<file path="src/rtl/quadrature_decoder_sar_pkg.sv">
// Shared encodings for the quadrature decoder: phase codes, FSM states,
// direction values and the transition classifier.
package quadrature_decoder_sar_pkg;

  localparam logic [1:0] PH_00 = 2'b00;
  localparam logic [1:0] PH_10 = 2'b10;
  localparam logic [1:0] PH_11 = 2'b11;
  localparam logic [1:0] PH_01 = 2'b01;

  localparam logic DIR_UP = 1'b1;
  localparam logic DIR_DN = 1'b0;

  typedef enum logic {
    INIT  = 1'b0,
    TRACK = 1'b1
  } state_e;

  typedef enum logic [1:0] {
    MOV_NONE = 2'd0,
    MOV_UP   = 2'd1,
    MOV_DN   = 2'd2,
    MOV_ERR  = 2'd3
  } move_e;

  // Successor of a phase when A leads B (counting up).
  function automatic logic [1:0] up_next(input logic [1:0] ph);
    logic [1:0] nxt;
    case (ph)
      PH_00:   nxt = PH_10;
      PH_10:   nxt = PH_11;
      PH_11:   nxt = PH_01;
      PH_01:   nxt = PH_00;
      default: nxt = PH_00;
    endcase
    return nxt;
  endfunction

  function automatic move_e classify(input logic [1:0] prev, input logic [1:0] curr);
    move_e mv;
    if (curr == up_next(prev)) begin
      mv = MOV_UP;
    end else if (prev == up_next(curr)) begin
      mv = MOV_DN;
    end else if (curr == ~prev) begin
      mv = MOV_ERR;
    end else begin
      mv = MOV_NONE;
    end
    return mv;
  endfunction

endpackage

</file>
<file path="src/rtl/quadrature_decoder_sar_filter.sv">
// Two-flop synchroniser plus FILT_LEN-sample glitch filter for both encoder
// phases; emits the filtered phase, a change strobe and a settled flag.
module quad_phase_filter #(
  parameter int FILT_LEN = 2
) (
  input  logic       clk,
  input  logic       rst,
  input  logic       qa,
  input  logic       qb,
  output logic [1:0] phase,
  output logic       change,
  output logic       stable
);
  import quadrature_decoder_sar_pkg::*;

  localparam logic [3:0] FILT_CNT = 4'(FILT_LEN);

  logic [1:0] sync1_r, sync2_r, vld_r, cand_r, filt_r;
  logic [3:0] fcnt_r;
  logic       change_r, stable_r;
  logic [1:0] cand_s, filt_s;
  logic [3:0] fcnt_s;
  logic       change_s;

  // Counting is held off until the synchroniser holds real samples, so a
  // phase present at reset release is seen as a change rather than as 00.
  always_comb begin
    cand_s   = cand_r;
    fcnt_s   = fcnt_r;
    filt_s   = filt_r;
    change_s = 1'b0;
    if (!vld_r[1]) begin
      fcnt_s = 4'd0;
    end else if (sync2_r != cand_r) begin
      cand_s = sync2_r;
      fcnt_s = 4'd1;
    end else if (fcnt_r < FILT_CNT) begin
      fcnt_s = fcnt_r + 4'd1;
    end else begin
      fcnt_s = fcnt_r;
    end
    if ((fcnt_s == FILT_CNT) && (cand_s != filt_r)) begin
      filt_s   = cand_s;
      change_s = 1'b1;
    end else begin
      filt_s   = filt_r;
      change_s = 1'b0;
    end
  end

  // Synchroniser, filter state and registered outputs.
  always_ff @(posedge clk) begin
    if (rst) begin
      sync1_r  <= PH_00;
      sync2_r  <= PH_00;
      vld_r    <= 2'b00;
      cand_r   <= PH_00;
      fcnt_r   <= 4'd0;
      filt_r   <= PH_00;
      change_r <= 1'b0;
      stable_r <= 1'b0;
    end else begin
      sync1_r  <= {qa, qb};
      sync2_r  <= sync1_r;
      vld_r    <= {vld_r[0], 1'b1};
      cand_r   <= cand_s;
      fcnt_r   <= fcnt_s;
      filt_r   <= filt_s;
      change_r <= change_s;
      stable_r <= (fcnt_s == FILT_CNT);
    end
  end

  assign phase  = filt_r;
  assign change = change_r;
  assign stable = stable_r;

endmodule

</file>
<file path="src/rtl/quadrature_decoder_sar.sv">
// Quadrature decoder: classifies filtered phase transitions into step/direction
// pulses, flags double transitions and keeps a wrapping position count.
module quadrature_decoder_sar #(
  parameter int CNT_W    = 4,
  parameter int FILT_LEN = 2
) (
  input  logic             clk,
  input  logic             rst,
  input  logic             qa,
  input  logic             qb,
  input  logic             clr,
  output logic             step,
  output logic             up_down,
  output logic [CNT_W-1:0] cnt,
  output logic             err,
  output logic             err_sticky
);
  import quadrature_decoder_sar_pkg::*;

  localparam logic [CNT_W-1:0] CNT_ONE  = {{(CNT_W-1){1'b0}}, 1'b1};
  localparam logic [CNT_W-1:0] CNT_ZERO = {CNT_W{1'b0}};

  logic [1:0]       phase_s;
  logic             change_s, stable_s;
  state_e           state_r, state_s;
  logic [1:0]       prev_r, prev_s;
  logic [CNT_W-1:0] cnt_r, cnt_s;
  logic             up_down_r, up_down_s;
  logic             step_r, step_s, err_r, err_s, sticky_r, sticky_s;
  move_e            mv_s;

  quad_phase_filter #(.FILT_LEN(FILT_LEN)) u_filter (
    .clk    (clk),
    .rst    (rst),
    .qa     (qa),
    .qb     (qb),
    .phase  (phase_s),
    .change (change_s),
    .stable (stable_s)
  );

  // Next-state, classification and counter update.
  always_comb begin
    state_s   = state_r;
    prev_s    = prev_r;
    cnt_s     = cnt_r;
    up_down_s = up_down_r;
    step_s    = 1'b0;
    err_s     = 1'b0;
    mv_s      = MOV_NONE;
    case (state_r)
      INIT: begin
        prev_s = phase_s;
        if (change_s || stable_s) begin
          state_s = TRACK;
        end else begin
          state_s = INIT;
        end
      end
      TRACK: begin
        if (change_s) begin
          prev_s = phase_s;
          mv_s   = classify(prev_r, phase_s);
        end else begin
          prev_s = prev_r;
        end
      end
      default: state_s = INIT;
    endcase
    case (mv_s)
      MOV_UP: begin
        step_s    = 1'b1;
        up_down_s = DIR_UP;
        cnt_s     = cnt_r + CNT_ONE;
      end
      MOV_DN: begin
        step_s    = 1'b1;
        up_down_s = DIR_DN;
        cnt_s     = cnt_r - CNT_ONE;
      end
      MOV_ERR: err_s = 1'b1;
      default: step_s = 1'b0;
    endcase
    // A fresh error survives a simultaneous clear.
    if (clr) begin
      cnt_s    = CNT_ZERO;
      sticky_s = err_s;
    end else begin
      sticky_s = sticky_r | err_s;
    end
  end

  // State and output registers.
  always_ff @(posedge clk) begin
    if (rst) begin
      state_r   <= INIT;
      prev_r    <= PH_00;
      cnt_r     <= CNT_ZERO;
      up_down_r <= DIR_UP;
      step_r    <= 1'b0;
      err_r     <= 1'b0;
      sticky_r  <= 1'b0;
    end else begin
      state_r   <= state_s;
      prev_r    <= prev_s;
      cnt_r     <= cnt_s;
      up_down_r <= up_down_s;
      step_r    <= step_s;
      err_r     <= err_s;
      sticky_r  <= sticky_s;
    end
  end

  assign step       = step_r;
  assign up_down    = up_down_r;
  assign cnt        = cnt_r;
  assign err        = err_r;
  assign err_sticky = sticky_r;

endmodule
</file>
<file path="config.mk">
export PLATFORM = sky130hd
export DESIGN_NAME = quadrature_decoder_sar
export DESIGN_NICKNAME = d
export VERILOG_FILES = /design/src/rtl/quadrature_decoder_sar_pkg.sv /design/src/rtl/quadrature_decoder_sar_filter.sv /design/src/rtl/quadrature_decoder_sar.sv
export SDC_FILE = /design/constraint.sdc
export NUM_CORES = 1
export LEC_CHECK = 0
export CAP_MARGIN = 15
export CORE_UTILIZATION = 53
export DETAILED_ROUTE_END_ITERATION = 8
export PLACE_DENSITY = 0.87
export SLEW_MARGIN = 25
export SYNTH_ARGS = -nofsm -noshare
export SYNTH_HDL_FRONTEND = slang
export SYNTH_SLANG_ARGS = --single-unit
</file>
<file path="constraint.sdc">
create_clock -name clk -period 3 [get_ports clk]
set_clock_uncertainty 0.1 [all_clocks]
set_input_delay 0.75 -clock clk [delete_from_list [all_inputs] [get_ports clk]]
set_output_delay 0.75 -clock clk [all_outputs]
set_load 0.01 [all_outputs]
</file>
Word-level counts from Yosys, hierarchy flattened

Cells that the tools add are included.

Add/subtract/negate cells: 3
Magnitude comparators: 1
Eq/ne operators: 16
Mux-type cells: 28
Bitwise operators: 3
Reduce and logical (&&, ||, !) cells: 7

Operators by type and width:

| cell                | number |
|---|---|
| $mux 2              | 13 |
| $pmux 2 s4          | 2 |
| $eq 2x2->1 const B  | 6 |
| $mux 4              | 3 |
| $add 4x1->4 const B | 2 |
| $pmux 4 s2          | 1 |
| $mux 1              | 7 |
| $eq 2x1->1 const B  | 3 |
| $eq 2x2->1          | 3 |
| $eq 4x2->1 const B  | 1 |
| $logic_not 2->1     | 2 |
| $lt 4x2->1 const B  | 1 |
| $ne 2x2->1          | 2 |
| $pmux 2 s2          | 1 |
| $reduce_or 2->1     | 2 |
| $sub 4x1->4 const B | 1 |
| $ne 2x1->1 const B  | 1 |
| $not 2->2           | 1 |
| $pmux 1 s2          | 1 |
| $reduce_bool 2->1   | 1 |
| $logic_and 1x1->1   | 1 |
| $logic_or 1x1->1    | 1 |
| $not 1->1           | 1 |
| $or 1x1->1          | 1 |

Flip-flop bits (word level): 27
Input bits: 5
Output and inout bits: 8
Logic and storage cells: 74

Depth between registers and ports, before layout

Depth in word-level cells: 17
Mapped depth: 11
Mapped depth without buffers: 10

By module

From an unflattened synthesis, not the netlist that was laid out.

Cells, all modules: 122
Area, all modules: 1173.6 sq um

By module, submodules not included:

| module                 | instances | cells an instance | area each (sq um) | sequential area each (sq um) |
|---|---|---|---|---|
| quad_phase_filter      | 1         | 57                | 603.1             | 320.3 |
| quadrature_decoder_sar | 1         | 65                | 570.5             | 220.2 |

Worst setup path after synthesis

Ideal clock, no wire load.

Kind: register to register
Start point: register u_filter.filt_r[0], in the netlist u_filter.phase[0]
End point: register cnt_r[3], in the netlist cnt[3]
Setup time: 116 ps
Arrival time: 2296 ps
Data required time: 2784 ps
Setup slack: 487 ps
Cell stages (with the launch flop): 11
Buffers on the path: 1
Period minus slack after synthesis: 2513 ps
Cell sequence: dfxtp_1 > buf_2 > nor2b_2 > a211oi_1 > or3b_1 > ha_1 > ha_1 > a21oi_1 > a211o_1 > and3_1 > o211a_1

Longest elaborated chain between the ends: 12
Elaborated cells between the ends (all ways): 20
Those cells by class: eq/ne: 8; mux: 10; reduce/logical: 2

Ends and longest elaborated chain:

| item                                                   | line                                | text |
|---|---|---|
| start, declared                                        | quadrature_decoder_sar_filter.sv:18 | `logic [1:0] sync1_r, sync2_r, vld_r, cand_r, filt_r;` |
| start signal, assigned                                 | quadrature_decoder_sar_filter.sv:68 | `filt_r <= filt_s;` |
| $eq 2x1->1, or another cell as far along               | quadrature_decoder_sar_pkg.sv:28    | `case (ph)` |
| $pmux 2 s4                                             | quadrature_decoder_sar_pkg.sv:28    |  |
| $mux 2                                                 | quadrature_decoder_sar_pkg.sv:40    | `if (curr == up_next(prev)) begin` |
| $mux 2                                                 | quadrature_decoder_sar.sv:61        | `if (change_s) begin` |
| $mux 2                                                 | quadrature_decoder_sar.sv:51        | `case (state_r)` |
| $eq 2x2->1                                             | quadrature_decoder_sar_pkg.sv:42    | `end else if (prev == up_next(curr)) begin` |
| $mux 2                                                 | quadrature_decoder_sar_pkg.sv:42    |  |
| $mux 2 *                                               | quadrature_decoder_sar_pkg.sv:40    |  |
| $mux 2 *                                               | quadrature_decoder_sar.sv:61        |  |
| $mux 2 *                                               | quadrature_decoder_sar.sv:51        |  |
| $eq 2x2->1 / $eq 2x1->1 (equally long branches)        | quadrature_decoder_sar.sv:70        | `case (mv_s)` |
| $pmux 4 s2 / $reduce_bool 2->1 (equally long branches) | -                                   |  |
| end signal, assigned                                   | quadrature_decoder_sar.sv:106       | `cnt_r <= cnt_s;` |
| end, declared                                          | quadrature_decoder_sar.sv:27        | `logic [CNT_W-1:0] cnt_r, cnt_s;` |

Mark *: on every way between the ends. The rest lies on a longest branch, timed or not. The select of a mux whose other input is x is not followed.
A chain may end at the register's enable or synchronous reset.

Worst setup path after layout

Same ends and word-level chain as after synthesis.

==> metrics.md <==
| Metric | Value |
|---|---|
| Largest net degree at the start of global routing | `17` |
| Final WL | `1.90 mm` |
| Die Span Y | `48.7 microns` |
| Final ANT Viol Nets | `0` |
| Total gr overflow | `0` |
| WP data required | `3.13 ns` |
| Reg clk slew, reported paths | `0.14 ns` |
| Cells after Synth | `123` |
| Final #Nets | `147` |
| Crit path DAT | `2.87 ns` |
| Fin crit share | `0.914` |
| P&R area growth vs syn | `14.1%` |
| Critical Path Source Type | `register` |
| Crit. End Element | `register` |
| First-pass DRT Iterations | `3` |
| Leak Pwr | `0.545 nW` |
| Slew Viols, Final | `0` |
| Synth unique cells | `30` |
| Antenna violations before repair | `0` |
| Cts repair resizes | `0` |
| Synth Cell Area | `0.00116 sq mm` |
| Clock Latency Late Sink | `0.32 ns` |
| Vias/cell | `5.20` |
| Post-route cell area | `0.00132 sq mm` |
| Vias in the first global route | `826` |
| First-pass GRT wire length | `3.35 mm` |
| Count of input and output buffers | `12` |
| Drt wl/cell | `11.7 microns` |
| RSZ-0062 raised after global routing | `no` |
| Synth area leader | `dfxtp_1` |
| Worst path cell trace | `nand2b_1 > o211ai_1 > or3b_1 > ha_1 > ha_1 > a21oi_1 > a211o_1 > and3_1 > o211a_1` |
| Die ar. | `0.00237 sq mm` |
| CTS tree | `done` |
| Max stage delay cell, worst path | `dfxtp_1` |
| Die Wd | `48.7 microns` |
| GRT Overall Usage | `0.187` |
| Final min period | `2.74 ns` |
| Diodes inserted | `0` |
| Critical Path Fanout Max | `9` |
| Core ar. | `0.00200 sq mm` |
| Commonest non-fill, non-tap cell in the layout | `dfxtp_1` |
| Max IR drop VDD | `0.311 mV` |
| MaxCap Viol Count | `0` |
| DRC Markers | `0` |
| Cell mode on critical path | `ha_1` |
| Pwr Density | `416 mW/mm^2` |
| Total CTS buffers | `3` |
| Hpwl dp | `1.48 mm` |
| Status | `complete, no violations` |
| CTS Buffer Depth | `2` |
| Hold Buf Count CTS | `0` |
| Largest cells by area after synthesis | `dfxtp_1, ha_1, nor2_1, nor2b_1, xor2_1` |
| Number of DRC markers in iteration 0 | `12` |
| Setup TNS | `0 ns` |
| Core Rows | `16` |
| Setup bufs post-CTS | `0` |
| FF+latch count, synth | `27` |
| Crit path launch | `u_filter.phase[0]` |
| Max-slew headroom | `0.666` |
| Fmax | `0.365 GHz` |
| Post-synthesis sequential area ratio | `0.468` |
| CTS root buf | `clkbuf_4` |
| Dpl cell area | `0.00129 sq mm` |
| Total clock sinks | `27` |
| Synth Warn # | `0` |
| Fraction of layout instances using a drive strength above 1 | `0.0741` |
| Synthesized area per cell | `9.40 sq um` |
| Most frequent cells in the layout | `dfxtp_1, nor2_1, clkdlybuf4s50_1, inv_1, a21oi_1` |
| Fin. Hold Viols | `0` |
| Tightest Pin Transition | `0.499 ns` |
| Top-area cell type share of the netlist area | `0.468` |
| # IOs | `13` |
| Worst Hold Class | `reg -> reg` |
| Crit path largest cell delay | `0.52 ns` |
| Final RePlAce weighted congestion | `0.819` |
| H-tree levels | `1` |
| Syn_nets | `134` |
| R2r startpoint | `u_filter.phase[0]` |
| HP Start | `u_filter.sync1_r[0]` |
| Crit Path Class | `reg -> reg` |
| DR vias | `842` |
| Setup violators final | `0` |
| Starting Density | `0.578` |
[where the power goes]
group          switching (mW)  internal [mW]  total (mW)
clock                   0.106         0.0509       0.157
combinational          0.0122         0.0115      0.0237
sequential            0.00317          0.364       0.367
total                   0.122          0.426       0.548
[worst max-delay path: cells and delay by family (launching register included)]
kind	cells	cell delay (ns)
compound gates	4	0.73
simple gates	3	0.69
flops	1	0.52
fa+ha+maj	2	0.63
[routing by layer]
| layer | vias to the layer above | GRT usage | share of wire |
|---|---|---|---|
| met2 | 15 | 0.336 | 0.53 |
| li1 | 425 | - | - |
| met5 | - | 0 | 0 |
| met1 | 398 | 0.204 | 0.43 |
| met4 | 0 | 0.103 | 0.016 |
| met3 | 4 | 0.0377 | 0.029 |
[final timing paths]
kind                               to  slack [ns]  cells past startpoint
setup / recovery               cnt[3]        0.26                      9
hold reg to reg   u_filter.sync2_r[0]        0.36                      1
hold / removal    u_filter.sync2_r[0]        0.36                      1
setup reg to reg               cnt[3]        0.26                      9
[through the flow]
step | std cells | setup slack [ns] | power (mW) | util | hold WS [ns]
after floorplan | 123 | 0.487 | 0.389 | - | 0.314
after CTS | 162 | 0.257 | 0.557 | 0.659 | 0.358
after global placement | 158 | 0.426 | 0.397 | 0.644 | 0.321
after global routing | 162 | 0.119 | 0.573 | 0.659 | 0.365
final | 162 | 0.259 | 0.548 | 0.659 | 0.356
after detailed placement | 158 | 0.281 | 0.399 | 0.644 | 0.327
[kinds of logic after synthesis]
family,Yosys count,share of synthesized area
AO/OA/AOI/OAI,19,0.107
XOR/XNOR,7,0.0530
adder cells (fa/ha/maj),6,0.0714
buffers and inverters,15,0.0574
flip-flops,27,0.468
multiplexers,5,0.0455
AND/OR/NAND/NOR,44,0.198
[flip-flops by register name, indices dropped and copies added, names as in the netlist, 2 cells and up]
name,count
cnt,4
prev_r,2
u_filter.cand_r,2
u_filter.fcnt_r,4
u_filter.phase,2
u_filter.sync1_r,2
u_filter.sync2_r,2
u_filter.vld_r,2
[Yosys cell counts]
library cell / count
a211o_1: 1
a211oi_1: 3
a21oi_1: 10
and3_1: 1
buf_1: 1
buf_2: 2
buf_6: 1
clkbuf_1: 1
dfxtp_1: 27
fa_1: 1
ha_1: 5
inv_1: 10
mux2_2: 2
mux2i_1: 3
nand2_1: 4
nand2b_1: 3
nand3_1: 2
nand3_2: 1
nand3b_1: 1
nor2_1: 15
nor2b_1: 9
nor2b_2: 1
nor3_1: 5
o211a_1: 3
o211ai_1: 1
o21ai_0: 1
or2_2: 1
or3b_1: 1
xnor2_1: 1
xor2_1: 6
[cell type report]
cell class | count | area, sq um
well taps | 27 | 33.8
flip-flops and latches | 27 | 541
fillers | 176 | 683
inverters | 10 | 37.5
repair buffers | 13 | 128
clock buffers | 3 | 22.5
clock inverters | 1 | 7.51
multi-input cells | 81 | 549
No activity file was read; power rests on OpenSTA's default activity.
